## src/rtl/dm_lane_seq.sv

```systemverilog
// dm_lane_seq: multi-lane DDR3 DM write-side sequencer (clk_div domain).
//
// Turns a per-burst byte mask into per-lane din/tin nibbles for the DM
// serializers. It also drives dci_disable around each write burst and runs a
// per-lane output-delay load sequence. One clk cycle carries 4 DDR beats, so
// a BL8 burst takes 2 cycles.
//
// Optional feature: define DM_LANE_SEQ_BACK2BACK_EN for seamless back-to-back
// bursts. A new burst accepted in DATA1 goes straight to DATA0 with no
// POST or PRE.
//
// Ports:
//   clk, rst                 clock, async active-high reset
//   wr_start, wr_mask        burst start and per-lane beat mask (1 = mask byte)
//   wr_ready, busy           start can be accepted / write FSM not idle
//   dm_din, dm_tin           per-lane data / tristate nibbles (bit 0 = first beat)
//   dci_disable              DCI termination disable
//   dly_addr/data/we         delay staging register write
//   dly_apply                start the delay load sequence
//   dly_out, set_odelay,     delay bus, one-hot per-lane set pulse,
//   ld_odelay, dly_busy      broadcast load pulse, sequence active

package dm_lane_seq_pkg;
  typedef enum logic [1:0] {M_HIZ, M_LOW, M_LO, M_HI} lane_mode_t;

  // Per-lane control for the next output cycle.
  typedef struct packed {
    lane_mode_t mode;
    logic [7:0] mask;
  } lane_ctl_t;
endpackage

// One lane: registered DM nibbles plus this lane's delay staging register.
module dm_lane_seq_lane
  import dm_lane_seq_pkg::*;
#(
  parameter int DLY_WIDTH = 8
) (
  input  logic                 clk,
  input  logic                 rst,
  input  lane_ctl_t            ctl,
  input  logic                 stg_we,
  input  logic [DLY_WIDTH-1:0] stg_data,
  output logic [3:0]           din,
  output logic [3:0]           tin,
  output logic [DLY_WIDTH-1:0] stg
);
  always_ff @(posedge clk or posedge rst) begin
    if (rst) begin
      din <= '0;
      tin <= '1;
    end else begin
      case (ctl.mode)
        M_LOW:   begin din <= '0;             tin <= '0; end
        M_LO:    begin din <= ctl.mask[3:0];  tin <= '0; end
        M_HI:    begin din <= ctl.mask[7:4];  tin <= '0; end
        default: begin din <= '0;             tin <= '1; end
      endcase
    end
  end

  always_ff @(posedge clk or posedge rst) begin
    if (rst)         stg <= '0;
    else if (stg_we) stg <= stg_data;
  end
endmodule

module dm_lane_seq
  import dm_lane_seq_pkg::*;
#(
  parameter  int NUM_LANES = 2,
  parameter  int PREAMBLE  = 1,
  parameter  int POSTAMBLE = 1,
  parameter  int DLY_WIDTH = 8,
  localparam int AW        = (NUM_LANES > 1) ? $clog2(NUM_LANES) : 1
) (
  input  logic                   clk,
  input  logic                   rst,
  input  logic                   wr_start,
  input  logic [NUM_LANES*8-1:0] wr_mask,
  output logic                   wr_ready,
  output logic                   busy,
  output logic [NUM_LANES*4-1:0] dm_din,
  output logic [NUM_LANES*4-1:0] dm_tin,
  output logic                   dci_disable,
  input  logic [AW-1:0]          dly_addr,
  input  logic [DLY_WIDTH-1:0]   dly_data,
  input  logic                   dly_we,
  input  logic                   dly_apply,
  output logic [DLY_WIDTH-1:0]   dly_out,
  output logic [NUM_LANES-1:0]   set_odelay,
  output logic                   ld_odelay,
  output logic                   dly_busy
);
`ifdef DM_LANE_SEQ_BACK2BACK_EN
  localparam bit B2B = 1'b1;
`else
  localparam bit B2B = 1'b0;
`endif

  typedef enum logic [2:0] {IDLE, PRE, DATA0, DATA1, POST} wr_state_t;
  typedef enum logic [1:0] {D_IDLE, D_SET, D_LD} dly_state_t;

  // Counters hold remaining cycles minus one, so PRE/POST exit on zero.
  localparam logic [1:0]    PRE_LD   = 2'(PREAMBLE - 1);
  localparam logic [1:0]    POST_LD  = 2'(POSTAMBLE - 1);
  localparam logic [AW-1:0] LAST_IDX = AW'(NUM_LANES - 1);
  localparam logic [AW:0]   NLANES_W = (AW+1)'(NUM_LANES);

  // ---------------- write FSM ----------------
  wr_state_t              w_state, w_nxt;
  logic [1:0]             cnt, cnt_nxt;
  logic [NUM_LANES*8-1:0] mask_q, mask_nxt;
  lane_mode_t             mode_nxt;

  always_comb begin
    w_nxt    = w_state;
    cnt_nxt  = cnt;
    mask_nxt = mask_q;
    case (w_state)
      IDLE: if (wr_start) begin
        mask_nxt = wr_mask;
        w_nxt    = PRE;
        cnt_nxt  = PRE_LD;
      end
      PRE: begin
        if (cnt == 2'd0) w_nxt   = DATA0;
        else             cnt_nxt = cnt - 2'd1;
      end
      DATA0: w_nxt = DATA1;
      DATA1: begin
        if (B2B && wr_start) begin
          // Seamless chaining: termination and drive stay on across the seam.
          mask_nxt = wr_mask;
          w_nxt    = DATA0;
        end else begin
          w_nxt   = POST;
          cnt_nxt = POST_LD;
        end
      end
      POST: begin
        if (cnt == 2'd0) w_nxt   = IDLE;
        else             cnt_nxt = cnt - 2'd1;
      end
      default: w_nxt = IDLE;
    endcase
  end

  // Outputs are registered from the next state so they line up with it.
  always_comb begin
    mode_nxt = M_HIZ;
    case (w_nxt)
      PRE, POST: mode_nxt = M_LOW;
      DATA0:     mode_nxt = M_LO;
      DATA1:     mode_nxt = M_HI;
      default:   mode_nxt = M_HIZ;
    endcase
  end

  always_ff @(posedge clk or posedge rst) begin
    if (rst) begin
      w_state     <= IDLE;
      cnt         <= '0;
      mask_q      <= '0;
      busy        <= 1'b0;
      wr_ready    <= 1'b1;
      dci_disable <= 1'b0;
    end else begin
      w_state     <= w_nxt;
      cnt         <= cnt_nxt;
      mask_q      <= mask_nxt;
      busy        <= (w_nxt != IDLE);
      wr_ready    <= (w_nxt == IDLE) || (B2B && (w_nxt == DATA1));
      dci_disable <= (w_nxt != IDLE);
    end
  end

  // ---------------- delay sequencer ----------------
  dly_state_t                            d_state, d_nxt;
  logic [AW-1:0]                         idx, idx_nxt;
  logic [NUM_LANES-1:0][DLY_WIDTH-1:0]   stg;
  logic [DLY_WIDTH-1:0]                  stg_sel;
  logic [NUM_LANES-1:0]                  set_nxt;
  logic [NUM_LANES-1:0]                  lane_we;
  logic                                  stg_wr_ok;

  // Staging writes only while idle and only to lanes that exist.
  assign stg_wr_ok = dly_we && (d_state == D_IDLE) && ({1'b0, dly_addr} < NLANES_W);

  always_comb begin
    d_nxt   = d_state;
    idx_nxt = idx;
    case (d_state)
      D_IDLE: if (dly_apply) begin
        d_nxt   = D_SET;
        idx_nxt = '0;
      end
      D_SET: begin
        if (idx == LAST_IDX) d_nxt   = D_LD;
        else                 idx_nxt = idx + AW'(1);
      end
      D_LD:    d_nxt = D_IDLE;
      default: d_nxt = D_IDLE;
    endcase
  end

  always_comb begin
    stg_sel = '0;
    set_nxt = '0;
    for (int i = 0; i < NUM_LANES; i++) begin
      if (idx_nxt == AW'(i)) begin
        stg_sel    = stg[i];
        set_nxt[i] = (d_nxt == D_SET);
      end
    end
  end

  always_ff @(posedge clk or posedge rst) begin
    if (rst) begin
      d_state    <= D_IDLE;
      idx        <= '0;
      dly_out    <= '0;
      set_odelay <= '0;
      ld_odelay  <= 1'b0;
      dly_busy   <= 1'b0;
    end else begin
      d_state    <= d_nxt;
      idx        <= idx_nxt;
      set_odelay <= set_nxt;
      ld_odelay  <= (d_nxt == D_LD);
      dly_busy   <= (d_nxt != D_IDLE);
      if (d_nxt == D_SET) dly_out <= stg_sel;  // holds last value otherwise
    end
  end

  // ---------------- lane array ----------------
  lane_ctl_t ctl [NUM_LANES];

  for (genvar g = 0; g < NUM_LANES; g++) begin : g_lane
    assign ctl[g]     = '{mode: mode_nxt, mask: mask_nxt[8*g +: 8]};
    assign lane_we[g] = stg_wr_ok && (dly_addr == AW'(g));

    dm_lane_seq_lane #(.DLY_WIDTH(DLY_WIDTH)) u_lane (
      .clk      (clk),
      .rst      (rst),
      .ctl      (ctl[g]),
      .stg_we   (lane_we[g]),
      .stg_data (dly_data),
      .din      (dm_din[4*g +: 4]),
      .tin      (dm_tin[4*g +: 4]),
      .stg      (stg[g])
    );
  end
endmodule

```

## config.mk

```make
export PLATFORM = sky130hd
export DESIGN_NAME = dm_lane_seq
export DESIGN_NICKNAME = d
export VERILOG_FILES = /design/src/rtl/dm_lane_seq.sv
export SDC_FILE = /design/constraint.sdc
export NUM_CORES = 1
export LEC_CHECK = 0
export ABC_CLOCK_PERIOD_IN_PS = 2100
export CORE_UTILIZATION = 44
export DETAILED_ROUTE_END_ITERATION = 8
export MAX_ROUTING_LAYER = met4
export PLACE_DENSITY = 0.75
export SLEW_MARGIN = 20
export SYNTH_ARGS = -nofsm -noshare
export SYNTH_HDL_FRONTEND = slang
export SYNTH_SLANG_ARGS = --single-unit
export TNS_END_PERCENT = 100
```

## constraint.sdc

```tcl
create_clock -name clk -period 2.1 [get_ports clk]
set_input_delay 0.42 -clock clk [delete_from_list [all_inputs] [get_ports clk]]
set_output_delay 0.42 -clock clk [all_outputs]
set_load 0.05 [all_outputs]
```

======== Word-level counts from Yosys, hierarchy flattened ========
Index checks and enable logic that the tools add are counted.
word-level totals
  word-level logic and storage cells ...... 71
  register bits after elaboration ......... 66
operators by class
  reductions and logical operators ........ 14
  bitwise logic cells ..................... 1
  multiplexer cells ....................... 22
  eq/ne operators ......................... 16
  add/subtract/negate cells ............... 2
operator list
  kind                  number
  $mux W16              2
  $pmux W4 S2           2
  $pmux W3 S5           1
  $eq A3 B2 Y1 const B  4
  $pmux W2 S3           2
  $mux W3               3
  $mux W2               4
  $mux W8               1
  $eq A2 B1 Y1 const B  3
  $eq A2 B2 Y1 const B  3
  $eq A3 B1 Y1 const B  2
  $eq A3 B3 Y1 const B  2
  $logic_not A3 Y1      2
  $reduce_bool A3 Y1    2
  $logic_not A2 Y1      2
  $mux W1               4
  $mux W4               1
  $ne A2 B2 Y1 const B  2
  $pmux W2 S2           1
  $reduce_or A2 Y1      2
  $logic_and A1 B1 Y1   3
  $reduce_and A3 Y1     1
  $reduce_or A3 Y1      1
  $pmux W1 S2           1
  4 further kinds       4

======== Longest topological paths before layout ========
  depth after elaboration ................. 9
  mapped depth ............................ 8
  gate-level depth less buffers ........... 6

======== By module ========
A second synthesis with hierarchy kept.
unflattened totals
  cells, all modules ...................... 202
  area, all modules ....................... 2795.2 um^2
modules (own cells, without submodules)
  module            area an instance (um^2)  times used  cells each
  dm_lane_seq       1674.1                   1           130
  dm_lane_seq_lane  560.5                    2           36

======== Worst setup path after synthesis ========
No wires, ideal clock.
  path kind ............................... register to register
  start ................................... register w_state[0]
  end ..................................... register g_lane[0].u_lane.din[0]
  clock period less this slack ............ 1.823 ns
  arrival ................................. 1.702 ns
  data required time ...................... 1.979 ns
  setup slack ............................. 0.277 ns
  library setup time ...................... 0.121 ns
  cell stages (with the launch flop) ...... 6
  cell sequence ........................... dfrtp_1 > buf_6 > nor4b_4 > buf_6 > mux2_4 > a32o_2
RTL lines
  element                 RTL line  text
  start, declared         111       wr_state_t w_state, w_nxt;
  start signal, assigned  169       w_state <= w_nxt;
  end signal, assigned    50        din <= '0;
  end signal, assigned    54        M_LOW: begin din <= '0; tin <= '0; end
  end signal, assigned    55        M_LO: begin din <= ctl.mask[3:0]; tin <= '0; end
  end, declared           44        output logic [3:0] din,

======== Final worst setup path ========
  start ................................... register wr_ready
  end ..................................... output wr_ready
RTL lines
  element                 RTL line  text
  start, declared         81        output logic wr_ready,
  start signal, assigned  173       wr_ready <= (w_nxt == IDLE) || (B2B && (w_nxt == DATA1));
No word-level cell between the ends.

==> impl_metrics.toml <==
[worst_setup_path]
cp_max_fo = 1
worstPathRequired_ns = 1.68
worstSetupEndpointType = "output port"
path_cells = "clkdlybuf4s50_1"
cp_data_arrival_time_ns = 1.63
critPathKind = "flip-flop to output port"
crit_path_start_kind = "flip-flop"
slowest_stage = "clkdlybuf4s50_1"
path_buf_inv = 1
critPathMaxStageDelay_ns = 0.79
crit_family = "buffers and inverters"

[cells_and_area]
fillers = 441
nNetsFinal = 280
antenna_cells = 0
final_cells = 326
drive_above_1_share_pct = 29.5
areaGrowthSynthToFinish_pct = 33.3

[timing]
rsz0062_at_grt = "no"
skew_ns = 0.00636
max_freq_ghz = 0.489
drv_slew = 0
slew_headroom_pct = 66.5
hold_violations = 0
layout_min_cycle_time_ns = 2.05
final.period_utilization_pct = 97.5
fin_tns_setup_ns = 0
finalSetupViolCount = 0
tightest_slew_ns = 0.500

[yosys]
ys_ff_latch = 63
synth_area_um2 = 2570
ys.flop_type = "dfrtp_1"
synth_top_cells_by_count = "dfrtp_1, mux2_2, nand2_1"
synth.distinct_cells = 35
synthArstFlopShare_pct = 100
post_synth.cell_area_avg_um2 = 13.9
synth_fp_nets = 216
synth-edff-count = 0
synthCells = 185
synth_warnings = 0
synth_top_area_cell = "dfrtp_1"
ys_seq_area_share_pct = 61.5
synth.area.top_cells = "dfrtp_1, mux2_2, buf_4"
netlist.area_leader.share_pct = 59.5
post-synth-top-count-cell = "dfrtp_1"

[drt]
first_pass_iters = 4
wl_per_cell_um = 14.3
dr_total_vias = 1649
drc = 0
drtIter0Drc = 57
ant_nets = 0
viasPerCell = 5.06
drt_wl_total_um = 4680

[placement]
place_congestion = 0.743
portBuffers = 60
dp_cells = 310
hpwlAfterDp_um = 3270

[global_routing]
grt_use_total_pct = 17.7
gr-total-overflow = 0
grt_pass1_vias = 1643
antenna_found_initial = 0
grt_max_degree = 64
grt_pass1_wl_um = 7820

[cts]
clk_pin_slew_worst_paths_ns = 0.07
cts_resized = 0
cts_tree = "yes"
root_buffer = "clkbuf_8"
cts.sink_count = 63
cts_hold_buffers = 0
tritoncts.num_buffers = 9
clock_latency_ns = 0.33
clk_path_buf_depth = 2
postCtsSetupBuffers = 0
htreeDepth = 3

[hold_path]
hold_class = "input pin to async pin"

[die]
die_y_um = 78.4
dieArea_um2 = 6140
fp.coreArea_um2 = 5570
initial_core_util_pct = 46.0
num_rows = 27
die_x_um = 78.4
io_pins = 61

[pwr]
total_power_mw = 6.34
leakage_nw = 1.50
peakVddDrop_mv = 0.979
p_per_area_nw_per_um2 = 1850

[outcome]
outcome = "completed"

[run]
cap_violations = 0
-- cells in the final DEF (no fill, tap or decap), types with 3 or more instances in the layout --
cell,n
nor2b_1,4
clkdlybuf4s50_1,52
a2bb2oi_1,7
and2_1,3
nand2_1,10
clkbuf_8,9
mux2_2,30
a32o_1,6
a21oi_1,7
nor2_1,9
mux2_4,4
clkbuf_1,3
buf_4,15
dfrtp_1,61
-- metal layers --
layer | vias up | track usage [%] | wire length (µm)
met4 | 0 | 10.4 | 119
met3 | 8 | 3.84 | 182
met1 | 818 | 22.4 | 2120
met5 | - | - | 0
li1 | 777 | - | -
met2 | 46 | 26.3 | 2250
-- cell type report --
cell class / instances / area (µm²) / share of cell area [%]
Clock inverter: 4 / 70.1 / 2.05
Multi-Input combinational cell: 101 / 855 / 25.0
Sequential cell: 63 / 1580 / 46.2
Clock buffer: 12 / 135 / 3.95
Inverter: 5 / 18.8 / 0.549
Timing Repair Buffer: 69 / 673 / 19.7
Tap cell: 72 / 90.1 / 2.63
-- registers in the layout, summed over array words and instances, names as in the netlist --
| name | count |
|---|---|
| dly_out | 8 |
| d_state | 2 |
| cnt | 2 |
| mask_q | 16 |
| dly_busy | 1 |
| g_lane.u_lane.tin | 1 |
| w_state | 3 |
| set_odelay | 2 |
| g_lane.u_lane.din | 8 |
| wr_ready | 1 |
| dci_disable | 1 |
| ld_odelay | 1 |
| idx | 1 |
| g_lane.u_lane.stg | 16 |
-- kinds of logic after synthesis --
logic type,Yosys count,share of synthesized area [%]
compound gates,29,9.02
mux,35,15.9
buf+inv,21,5.17
fa+ha+maj,1,0.487
simple gates,36,7.90
flops,63,61.5
-- metrics by stage --
stage | cell area (µm²) | utilization [%] | worst slack [ns] | hold slack [ns]
floorplan | 2570 | - | 0.114 | 0.458
global placement | 3220 | 57.7 | 0.0459 | 0.466
detailed placement | 3220 | 57.7 | 0.00908 | 0.474
finish | 3420 | 61.4 | 0.0534 | 0.476
CTS | 3420 | 61.4 | 0.0323 | 0.481
global route | 3420 | 61.4 | 0.0135 | 0.494
-- report_power, final --
part / leakage, nW / total (mW) / switching, mW / internal (mW)
Sequential: 0.761 / 2.17 / 0.352 / 1.82
Clock: 0.104 / 1.09 / 0.426 / 0.666
Combinational: 0.639 / 3.08 / 1.76 / 1.32
-- path summary, 6_finish.rpt --
check	slack [ns]	to	cells after the start	from
max	0.05	wr_ready	1	wr_ready$_DFF_PP1_
min	0.48	dly_out[3]$_DFFE_PP0N_	3	rst
max in group asynchronous	1.33	g_lane[0].u_lane.tin[2]$_DFF_PP1_	3	rst
max reg2reg	0.30	g_lane[0].u_lane.din[2]$_DFF_PP0_	4	w_state[0]$_DFF_PP0_
min in group clk	0.48	dly_out[7]$_DFFE_PP0N_	2	dly_out[7]$_DFFE_PP0N_
min reg2reg	0.48	dly_out[7]$_DFFE_PP0N_	2	dly_out[7]$_DFFE_PP0N_
Note: power is estimated with default switching activity, not from simulation.
